`src/rtl/lsu_trigger_pipe_pkg.sv`:
```
// Shared types and constants for the LSU trigger dc4/dc5 pipe.
// The stage struct is sized from the package trigger count.
package lsu_trigger_pipe_pkg;

   localparam int unsigned LSU_NUM_TRIG = 4;
   localparam int unsigned LSU_CNT_W    = 8;

   localparam logic TRIG_ACT_EXC  = 1'b0;
   localparam logic TRIG_ACT_HALT = 1'b1;

   typedef struct packed {
      logic                    valid;
      logic [LSU_NUM_TRIG-1:0] match;
   } trig_stage_t;

endpackage

```
`src/rtl/lsu_trig_cnt.sv`:
```
// Per-trigger sticky hit bit and saturating hit counter.
// A clear in the same cycle as a hit leaves status set and the count at one.
module lsu_trig_cnt #(
   parameter int unsigned CNT_W = 8
) (
   input  logic             clk,
   input  logic             rst,
   input  logic             i_hit,
   input  logic             i_clr,
   output logic             o_status,
   output logic [CNT_W-1:0] o_cnt
);

   logic             r_status;
   logic [CNT_W-1:0] r_cnt;
   logic [CNT_W-1:0] w_base;

   always_comb begin
      w_base = i_clr ? '0 : r_cnt;
   end

   always_ff @(posedge clk) begin
      if (rst) begin
         r_status <= 1'b0;
         r_cnt    <= '0;
      end else begin
         r_status <= (r_status & ~i_clr) | i_hit;
         if (i_hit && (w_base != {CNT_W{1'b1}})) begin
            r_cnt <= w_base + CNT_W'(1);
         end else begin
            r_cnt <= w_base;
         end
      end
   end

   assign o_status = r_status;
   assign o_cnt    = r_cnt;

endmodule

```
`src/rtl/lsu_trigger_pipe.sv`:
```
// Stages dc3 trigger matches through dc4/dc5, applies chain pairing and
// produces the dc5 hit vector, halt/exception action and debug status.
module lsu_trigger_pipe
   import lsu_trigger_pipe_pkg::*;
#(
   parameter int unsigned NUM_TRIG = LSU_NUM_TRIG,
   parameter int unsigned CNT_W    = LSU_CNT_W
) (
   input  logic                      clk,
   input  logic                      rst,
   input  logic [NUM_TRIG-1:0]       lsu_trigger_match_dc3,
   input  logic                      lsu_pkt_valid_dc3,
   input  logic                      lsu_freeze_dc3,
   input  logic                      dec_tlu_flush_lower_dc5,
   input  logic [NUM_TRIG-1:0]       trig_chain,
   input  logic [NUM_TRIG-1:0]       trig_action,
   input  logic [NUM_TRIG-1:0]       status_clr,
   output logic [NUM_TRIG-1:0]       lsu_trigger_hit_dc5,
   output logic                      lsu_trigger_halt_dc5,
   output logic                      lsu_trigger_exc_dc5,
   output logic [NUM_TRIG-1:0]       trig_status,
   output logic [NUM_TRIG*CNT_W-1:0] trig_hit_cnt
);

   trig_stage_t         r_dc4;
   logic                r_v5;
   logic [NUM_TRIG-1:0] r_h5;
   logic [NUM_TRIG-1:0] w_q;
   logic [NUM_TRIG-1:0] w_halt_vec;
   logic [NUM_TRIG-1:0] w_exc_vec;
   logic [NUM_TRIG-1:0] w_upd;
   logic                w_unused_chain;

   always_ff @(posedge clk) begin
      if (rst) begin
         r_dc4 <= '0;
         r_v5  <= 1'b0;
         r_h5  <= '0;
      end else if (!lsu_freeze_dc3) begin
         r_dc4.valid <= lsu_pkt_valid_dc3;
         r_dc4.match <= lsu_trigger_match_dc3 & {NUM_TRIG{lsu_pkt_valid_dc3}};
         r_v5        <= r_dc4.valid & ~dec_tlu_flush_lower_dc5;
         r_h5        <= w_q & {NUM_TRIG{r_dc4.valid & ~dec_tlu_flush_lower_dc5}};
      end else if (dec_tlu_flush_lower_dc5) begin
         // A held dc4 entry is still killed by flush.
         r_dc4 <= '0;
      end
   end

   always_comb begin
      w_q = r_dc4.match;
      for (int i = 0; i < NUM_TRIG; i += 2) begin
         if (trig_chain[i]) begin
            w_q[i]   = r_dc4.match[i] & r_dc4.match[i+1];
            w_q[i+1] = r_dc4.match[i] & r_dc4.match[i+1];
         end
      end
   end

   always_comb begin
      w_unused_chain = 1'b0;
      for (int i = 1; i < NUM_TRIG; i += 2) begin
         w_unused_chain = w_unused_chain ^ trig_chain[i];
      end
   end

   always_comb begin
      w_halt_vec = '0;
      w_exc_vec  = '0;
      for (int i = 0; i < NUM_TRIG; i++) begin
         w_halt_vec[i] = r_h5[i] & (trig_action[i] == TRIG_ACT_HALT);
         w_exc_vec[i]  = r_h5[i] & (trig_action[i] == TRIG_ACT_EXC);
      end
   end

   assign lsu_trigger_hit_dc5  = r_h5;
   assign lsu_trigger_halt_dc5 = |w_halt_vec;
   assign lsu_trigger_exc_dc5  = (|w_exc_vec) & ~(|w_halt_vec);

   // Only unfrozen dc5 cycles count, so a held entry is counted once.
   assign w_upd = r_h5 & {NUM_TRIG{r_v5 & ~lsu_freeze_dc3}};

   for (genvar g = 0; g < NUM_TRIG; g++) begin : g_cnt
      lsu_trig_cnt #(
         .CNT_W (CNT_W)
      ) u_cnt (
         .clk      (clk),
         .rst      (rst),
         .i_hit    (w_upd[g]),
         .i_clr    (status_clr[g]),
         .o_status (trig_status[g]),
         .o_cnt    (trig_hit_cnt[g*CNT_W +: CNT_W])
      );
   end

endmodule

```
`config.mk`:
```
export PLATFORM = sky130hd
export DESIGN_NAME = lsu_trigger_pipe
export DESIGN_NICKNAME = d
export VERILOG_FILES = /design/src/rtl/lsu_trigger_pipe_pkg.sv /design/src/rtl/lsu_trig_cnt.sv /design/src/rtl/lsu_trigger_pipe.sv
export SDC_FILE = /design/constraint.sdc
export NUM_CORES = 1
export LEC_CHECK = 0
export ABC_CLOCK_PERIOD_IN_PS = 3880
export CAP_MARGIN = 20
export CORE_UTILIZATION = 50
export DETAILED_ROUTE_END_ITERATION = 10
export GPL_TIMING_DRIVEN = 0
export HOLD_SLACK_MARGIN = 0.05
export PLACE_DENSITY_LB_ADDON = 0.2
export SKIP_CTS_REPAIR_TIMING = 1
export SLEW_MARGIN = 25
export SYNTH_ARGS = -nofsm -noshare
export SYNTH_HDL_FRONTEND = slang
export SYNTH_SLANG_ARGS = --single-unit
```
`constraint.sdc`:
```
create_clock -name clk -period 3.88 [get_ports clk]
set_input_delay 0.388 -clock clk [delete_from_list [all_inputs] [get_ports clk]]
set_output_delay 0.388 -clock clk [all_outputs]
set_load 0.03 [all_outputs]
```
==> results of run 1 <==
-- cell usage after synthesis, types with 3 or more instances --
| master | n |
|---|---|
| nand3_1 | 7 |
| a32oi_1 | 7 |
| nand2_1 | 14 |
| or2_2 | 3 |
| nand3b_1 | 5 |
| buf_4 | 4 |
| a211oi_1 | 4 |
| a311oi_1 | 4 |
| a21oi_1 | 22 |
| a22oi_1 | 3 |
| nand2b_1 | 10 |
| and3b_1 | 3 |
| dfxtp_1 | 46 |
| nor3_1 | 11 |
| a31oi_1 | 9 |
| and4b_1 | 4 |
| nor2_1 | 26 |
| and3_1 | 5 |
| clkbuf_1 | 4 |
| inv_1 | 9 |
| o21ai_0 | 11 |
-- worst reg2reg max path: stages, from the launching register on --
cell and delay (ns):
dfxtp_1 0.30, buf_2 0.17, nand3b_1 0.15, nor3_1 0.51
a31oi_1 0.15, a2111oi_0 0.35
-- flip-flops by register name, indices dropped and copies added, names as in the netlist --
name / count
lsu_trigger_hit_dc5: 4
g_cnt.u_cnt.o_cnt: 32
r_v5: 1
g_cnt.u_cnt.o_status: 4
r_dc4: 5
-- power by group --
part	internal (W)	switching, W
sequential	0.000474	0.00000127
combinational	0.0000248	0.0000241
clock	0.000137	0.000148
total	0.000636	0.000173
-- area by class of cell --
type                            instances  area [um^2]
Buffer                                 12         68.8
Clock buffer                            6         82.6
Fill cell                             364         1200
Inverter                                9         33.8
Multi-Input combinational cell        178         1080
Sequential cell                        46          921
Tap cell                               50         62.6
Timing Repair Buffer                   58          581
-- layer usage --
layer / global-route usage [%] / part of all wire (%)
met2: 39.0 / 45
met3: 4.28 / 3.5
met4: 9.57 / 1.4
met5: 0 / 0
met1: 29.7 / 50
-- worst min-delay path by stage --
stage | start | to | slack [ns]
finish | status_clr[0] | g_cnt[0].u_cnt.o_cnt[7] | 0.29
detailed placement | g_cnt[2].u_cnt.o_status | g_cnt[2].u_cnt.o_status | 0.46
floorplan | g_cnt[2].u_cnt.o_status | g_cnt[2].u_cnt.o_status | 0.44
global placement | g_cnt[2].u_cnt.o_status | g_cnt[2].u_cnt.o_status | 0.46
CTS | status_clr[0] | g_cnt[0].u_cnt.o_cnt[7] | 0.30
global route | status_clr[0] | g_cnt[0].u_cnt.o_cnt[7] | 0.30
-- kinds of logic after synthesis --
logic type,Yosys count,synth area share (%)
AO/OA/AOI/OAI,70,22.0
XOR/XNOR,2,0.832
buffers and inverters,21,4.87
flip-flops,46,43.7
AND/OR/NAND/NOR,106,28.6
-- per-stage QoR --
| stage | cell area (um^2) | hold slack [ns] | instances |
|---|---|---|---|
| floorplan | 2110 | 0.444 | 245 |
| global placement | 2750 | 0.456 | 353 |
| detailed placement | 2750 | 0.462 | 353 |
| CTS | 2830 | 0.297 | 359 |
| global route | 2830 | 0.299 | 359 |
| finish | 2830 | 0.292 | 359 |
==> flow_summary.ini, run 1 <==
[cts]
root_buffer = clkbuf_8
clockBufferDepth = 2
cts_buffers = 5
clkLatencyLatePin_ns = 0.30
cts.clk_slew.worst_paths_ns = 0.08
cts_tree = built
clock-sinks = 46
htreeDepth = 2

[logic_synthesis]
synth-edff-count = 0
synth_seq_cells = 46
synth_top_area_share_pct = 43.7
synth_area_per_cell_um2 = 8.60
ys_seq_area_share_pct = 43.7
yosys.area.top_type = dfxtp_1
async_reset_ff_share_pct = 0
ys_top_cells_by_area = dfxtp_1, a21oi_1, nor2_1, nand2b_1, a32oi_1
synth_cells = 245
yosys_most_used_dff = dfxtp_1
yosys_warnings = 0
synth_cell_type_count = 48
netlist_area_um2 = 2110
syn_nets = 266

[placement]
io_buffers = 58
place.gp.congestion = 0.860
dpl.hpwl_um = 3500
dp_slack_ns = 1.53

[grt]
grt_overflow_total = 0
grt_max_degree = 13
grtUsageTotal_pct = 23.5
grt_pass1_wl_um = 8070
antenna_found_initial = 0
grt_pass1_vias = 1847

[hold_path]
hold_depth = 2
hold_class = input pin to flop

[floorplan]
dieArea_um2 = 4480
rows = 23
pin_count = 63
start_util_pct = 52.3
core_area_um2 = 4030
die_w_um = 66.9
die_y_um = 66.9

[run]
cap_violations = 0

[setup_path]
slowest_delay_ns = 0.68
reg2reg_depth = 5
cp_top_family = buffers and inverters
startpoint = trig_action[0]
critical_path.endpoint = lsu_trigger_exc_dc5
path_depth = 5
crit_path_top_delay_cell = clkdlybuf4s50_1
cp-start-kind = input pin
path_common_cell = clkdlybuf4s50_1
r2r_end = g_cnt[0].u_cnt.o_cnt[6]
critPathKind = input pin to primary output
worstPathMaxFanout = 2
endpoint_kind = primary output
crit_arrival_ns = 1.86
critPathBufInv = 2
r2r_slack_ns = 2.14
r2r-start = r_v5
required_ns = 3.49
crit_chain = clkdlybuf4s50_1 -> a22oi_1 -> nand2_1 -> a21oi_1 -> clkdlybuf4s50_1

[detailed_routing]
drc = 0
antenna_left = 0
num_vias = 2033
routed_via_density = 5.66
post_drt_wl_per_cell_um = 13.5
first_pass_iters = 4
drtIter0Drc = 95
postRouteWirelength_um = 4850

[timing]
worst_slew_pin_slew_ns = 0.554
fmax_mhz = 445
fin_crit_sh_pct = 57.9
tns_ns = 0
final_max_slew_viol_count = 0
period_needed_ns = 2.25
fin_ws_ns = 1.63
max_slew_margin_pct = 62.8
skew_ns = 0.00971
setup_violations = 0
hold_viol = 0
grt_setup_unrepaired = false

[power]
power_w = 0.000809
power_density_nw_per_um2 = 286
leakage_nw = 0.973
peakVddDrop_uv = 188

[cells_and_area]
drive_gt1_share_pct = 6.47
final_cell_mix = clkdlybuf4s50_1, dfxtp_1, nor2_1
layout_commonest_cell = clkdlybuf4s50_1
antenna_cells = 0
finish.utilization_pct = 70.3
nNetsFinal = 331
areaGrowthSynthToFinish_pct = 34.4

[run_status]
status = finished, final reports clean
(Power assumes the default switching activity.)
==> inputs of run 2 (changes only) <==
--- a/config.mk
+++ b/config.mk
@@ -5,9 +5,9 @@
 export SDC_FILE = /design/constraint.sdc
 export NUM_CORES = 1
 export LEC_CHECK = 0
-export ABC_CLOCK_PERIOD_IN_PS = 3880
+export ABC_CLOCK_PERIOD_IN_PS = 2350
 export CAP_MARGIN = 20
-export CORE_UTILIZATION = 50
+export CORE_UTILIZATION = 47
 export DETAILED_ROUTE_END_ITERATION = 10
 export GPL_TIMING_DRIVEN = 0
 export HOLD_SLACK_MARGIN = 0.05
==> constraint.sdc (replaced) <==
create_clock -name clk -period 2.35 [get_ports clk]
set_input_delay 0.235 -clock clk [delete_from_list [all_inputs] [get_ports clk]]
set_output_delay 0.235 -clock clk [all_outputs]
set_load 0.03 [all_outputs]
==> run 2 against run 1 <==
Net effect: critical path depth down 1; clock skew decreased by 0.0016 ns; largest power group unchanged; sequential share of layout area fell by 0.10 points; die area rose by 6.2%; sequential cell count is the same; setup slack worse by 1.3 ns; via count grew 1.2%; cell count up 0.56%; sequential power up 65%; wire length is 4.9% higher; cell area grew 0.31%.
==> flow_summary.ini, run 2 (synthesis results as in run 1) <==
[run_status]
status = finished, final reports clean

[hold_path]
hold_class = input pin to flop
hold_depth = 2
min_to = g_cnt[0].u_cnt.o_cnt[7]
min_from = status_clr[0]

[detailed_routing]
antenna_left = 0
drtIter0Drc = 112
post_drt_wl_per_cell_um = 14.1
routed_via_density = 5.70
drc = 0
num_vias = 2057
first_pass_iters = 5
postRouteWirelength_um = 5090

[setup_path]
required_ns = 2.12
r2r-start = r_v5
endpoint_kind = primary output
reg2reg_depth = 5
r2r_end = g_cnt[0].u_cnt.o_cnt[6]
critPathBufInv = 1
crit_arrival_ns = 1.76
crit_chain = a22oi_1 -> nand2_1 -> a21oi_1 -> clkdlybuf4s50_1
slowest_delay_ns = 0.68
cp-start-kind = flop
worstPathMaxFanout = 6
crit_path_top_delay_cell = clkdlybuf4s50_1
r2r_slack_ns = 0.57
critPathKind = flop to primary output
cp_top_family = buffers and inverters

[grt]
grt_overflow_total = 0
grt_pass1_wl_um = 7800
grt_pass1_vias = 1761
grtUsageTotal_pct = 22.0
grt_max_degree = 14
antenna_found_initial = 0

[cells_and_area]
largest_reg_flops = 32
areaGrowthSynthToFinish_pct = 34.9
final_cell_mix = clkdlybuf4s50_1, dfxtp_1, nor2_1
nNetsFinal = 331
stdcell_count = 361
drive_gt1_share_pct = 6.75
multi_input_area_um2 = 1080
fill_cells = 371
layout_commonest_cell = clkdlybuf4s50_1
regArea_um2 = 921
stdcell_area_um2 = 2840
antenna_cells = 0

[power]
swShare_pct = 22.6
pwr-share-seq_pct = 57.2
power_density_nw_per_um2 = 482
p_clk_share_pct = 36.7
power_w = 0.00137
leakage_nw = 0.978
p_switching_w = 0.000310
pwr-share-comb_pct = 6.1
p_int_w = 0.00106
peakVddDrop_uv = 313

[floorplan]
start_util_pct = 50.8
rows = 23
dieArea_um2 = 4750
core_area_um2 = 4140
die_y_um = 69.0
die_w_um = 69.0
pin_count = 63

[placement]
place_area_um2 = 2750
dp_slack_ns = 0.0984
place_inst = 353
io_buffers = 58
place.gp.congestion = 0.801
dpl.hpwl_um = 3640

[timing]
tns_ns = 0
final_max_slew_viol_count = 0
max_slew_margin_pct = 60.9
hold_viol = 0
worst_slew_pin_slew_ns = 0.585
fin_ws_ns = 0.351
period_needed_ns = 2.00
fmax_mhz = 500
skew_ns = 0.00813
setup_violations = 0
fin_crit_sh_pct = 85.1
grt_setup_unrepaired = false

[cts]
cts.clk_slew.worst_paths_ns = 0.09
root_buffer = clkbuf_8
clkLatencyLatePin_ns = 0.30
htreeDepth = 2
cts_tree = built
cts_buffers = 5
clockBufferDepth = 2
clock-sinks = 46

[run]
cap_violations = 0
[run 2: final cells by class]
type | instances | area share (%)
plain buffers | 12 | 2.42
clock buffers | 7 | 3.04
clock inverters | 1 | 0.176
inverters | 9 | 1.19
multi-input cells | 178 | 38.1
flip-flops and latches | 46 | 32.4
well taps | 50 | 2.20
repair buffers | 58 | 20.4
[run 2: per-stage QoR]
step | utilization, % | hold slack, ns
after global routing | 68.6 | 0.147
after CTS | 68.6 | 0.142
after detailed placement | 66.4 | 0.462
after floorplan | - | 0.312
final | 68.6 | 0.139
after global placement | 66.4 | 0.455
[run 2: worst register-to-register path: stages (launching register included)]
cell       delay [ns]
dfxtp_1          0.31
buf_2            0.18
nand3b_1         0.13
nor3_1           0.50
a31oi_1          0.16
a2111oi_0        0.39
[run 2: how the worst max path moves through the flow]
stage | start | end | slack (ns) | cells after the start
after floorplan | g_cnt[0].u_cnt.o_cnt[0] | g_cnt[0].u_cnt.o_cnt[0] | 0.58 | 4
after global placement | lsu_freeze_dc3 | g_cnt[2].u_cnt.o_cnt[6] | 0.14 | 6
after detailed placement | lsu_freeze_dc3 | g_cnt[2].u_cnt.o_cnt[6] | 0.1 | 6
after CTS | lsu_trigger_hit_dc5[0] | lsu_trigger_exc_dc5 | 0.35 | 4
after global routing | lsu_freeze_dc3 | g_cnt[2].u_cnt.o_cnt[6] | 0.16 | 6
final | lsu_trigger_hit_dc5[2] | lsu_trigger_exc_dc5 | 0.35 | 4
[run 2: power by group through the flow]
stage | sequential (W) | combinational, W | clock, W
after floorplan | 0.000802 | 0.0000386 | 0
after global placement | 0.000802 | 0.0000817 | 0
after detailed placement | 0.000802 | 0.0000819 | 0
after CTS | 0.000784 | 0.0000825 | 0.000504
after global routing | 0.000785 | 0.0000900 | 0.000531
final | 0.000784 | 0.0000834 | 0.000503
[run 2: metal layers]
| metal | vias up | part of all wire (%) | wire length [um] | global-route usage [%] |
|---|---|---|---|---|
| met5 | - | 0 | 0 | 0 |
| met4 | 0 | 1.2 | 62 | 8.67 |
| met3 | 5 | 5.0 | 253 | 4.11 |
| met2 | 56 | 47 | 2390 | 36.5 |
| met1 | 951 | 47 | 2380 | 28.0 |
| li1 | 1045 | - | - | - |
==> inputs of run 3 (changes only) <==
--- a/config.mk
+++ b/config.mk
@@ -7,6 +7,7 @@
 export LEC_CHECK = 0
 export ABC_CLOCK_PERIOD_IN_PS = 2350
 export CAP_MARGIN = 20
+export CORE_MARGIN = 2
 export CORE_UTILIZATION = 47
 export DETAILED_ROUTE_END_ITERATION = 10
 export GPL_TIMING_DRIVEN = 0
==> run 3 against run 2 <==
Net effect: hold slack gained 0.00091 ns; global-route usage shrank 0.94 points; maximum frequency shrank 1.1%; largest power group unchanged; wire length grew 1.2%; register-to-register slack gained 0.05 ns; non-clock buffer count is the same; die area grew 5.9%; critical path type unchanged; sequential power is essentially flat; clock power shrank 2%; combinational power shrank 2%; via count grew 1.3%.
==> flow_summary.ini, run 3 (synthesis results as in run 1) <==
[grt]
grt_max_degree = 14
grt_pass1_vias = 1857
antenna_found_initial = 0
grtUsageTotal_pct = 21.1
grt_overflow_total = 0
grt_pass1_wl_um = 8650

[detailed_routing]
drc = 0
first_pass_iters = 4
routed_via_density = 5.74
drtIter0Drc = 135
num_vias = 2084
post_drt_wl_per_cell_um = 14.2
antenna_left = 0
postRouteWirelength_um = 5150

[placement]
dpl.hpwl_um = 3660
place_area_um2 = 2750
io_buffers = 58
place.gp.congestion = 0.815

[cells_and_area]
final_cell_mix = clkdlybuf4s50_1, dfxtp_1, nor2_1
areaGrowthSynthToFinish_pct = 35.0
layout_commonest_cell = clkdlybuf4s50_1
drive_gt1_share_pct = 6.75
stdcell_area_um2 = 2840
antenna_cells = 0
nNetsFinal = 331
largest_reg_flops = 32
fill_cells = 382

[setup_path]
worstPathMaxFanout = 6
r2r_slack_ns = 0.62
crit_arrival_ns = 1.79
cp-start-kind = flop
required_ns = 2.12
critPathKind = flop to primary output
endpoint_kind = primary output

[cts]
htreeDepth = 2
root_buffer = clkbuf_8
clockBufferDepth = 2
cts_buffers = 5
cts.clk_slew.worst_paths_ns = 0.08
clock-sinks = 46
cts_tree = built
clkLatencyLatePin_ns = 0.30

[timing]
skew_ns = 0.00564
tns_ns = 0
fin_crit_sh_pct = 86.0
max_slew_margin_pct = 55.7
fmax_mhz = 495
grt_setup_unrepaired = false
hold_viol = 0
setup_violations = 0
worst_slew_pin_slew_ns = 0.662
final_max_slew_viol_count = 0
period_needed_ns = 2.02

[floorplan]
start_util_pct = 48.7
pin_count = 63
die_y_um = 71.0
die_w_um = 71.0
rows = 24
dieArea_um2 = 5030
core_area_um2 = 4320

[hold_path]
hold_class = input pin to flop

[run_status]
status = finished, final reports clean

[power]
leakage_nw = 0.978
power_density_nw_per_um2 = 477
peakVddDrop_uv = 288

[run]
cap_violations = 0
-- run 3: metrics by stage --
stage	util, %	hold slack (ns)	total power (W)	instances	worst slack (ns)
finish	65.8	0.139	0.00136	363	0.328
floorplan	-	0.312	0.000841	245	0.582
CTS	65.8	0.141	0.00137	363	0.317
global placement	63.7	0.452	0.000883	355	0.219
global route	65.8	0.149	0.00141	363	0.218
detailed placement	63.7	0.454	0.000884	355	0.137
-- run 3: cell type report --
cell class	count	area, um^2	share of cell area (%)
clock inverters	1	5.00	0.176
flip-flops and latches	46	921	32.4
plain buffers	12	68.8	2.42
clock buffers	7	86.3	3.04
multi-input cells	178	1080	38.1
well taps	52	65.1	2.29
inverters	9	33.8	1.19
repair buffers	58	581	20.4
-- run 3: path summary, 6_finish.rpt --
kind / startpoint / end / cells past startpoint
hold reg to reg: g_cnt[2].u_cnt.o_status / g_cnt[2].u_cnt.o_status / 2
setup / recovery: lsu_trigger_hit_dc5[0] / lsu_trigger_exc_dc5 / 4
hold / removal: status_clr[0] / g_cnt[0].u_cnt.o_cnt[7] / 2
setup reg to reg: lsu_trigger_hit_dc5[0] / g_cnt[0].u_cnt.o_cnt[6] / 4
-- run 3: layer usage --
metal | GRT usage, % | routed length [um]
met1 | 27.8 | 2370
met2 | 33.7 | 2480
met3 | 4.99 | 270
met4 | 7.97 | 27
met5 | 0 | 0
-- run 3: where the power goes --
part / switching, W / total [W] / internal [W]
Combinational: 0.0000410 / 0.0000821 / 0.0000411
Clock: 0.000253 / 0.000491 / 0.000237
Sequential: 0.00000206 / 0.000784 / 0.000782
-- run 3: critical path, stage by stage, from the launching register on --
cell	delay [ns]
dfxtp_1	0.38
a22oi_1	0.21
nand2_1	0.10
a21oi_1	0.12
clkdlybuf4s50_1	0.68
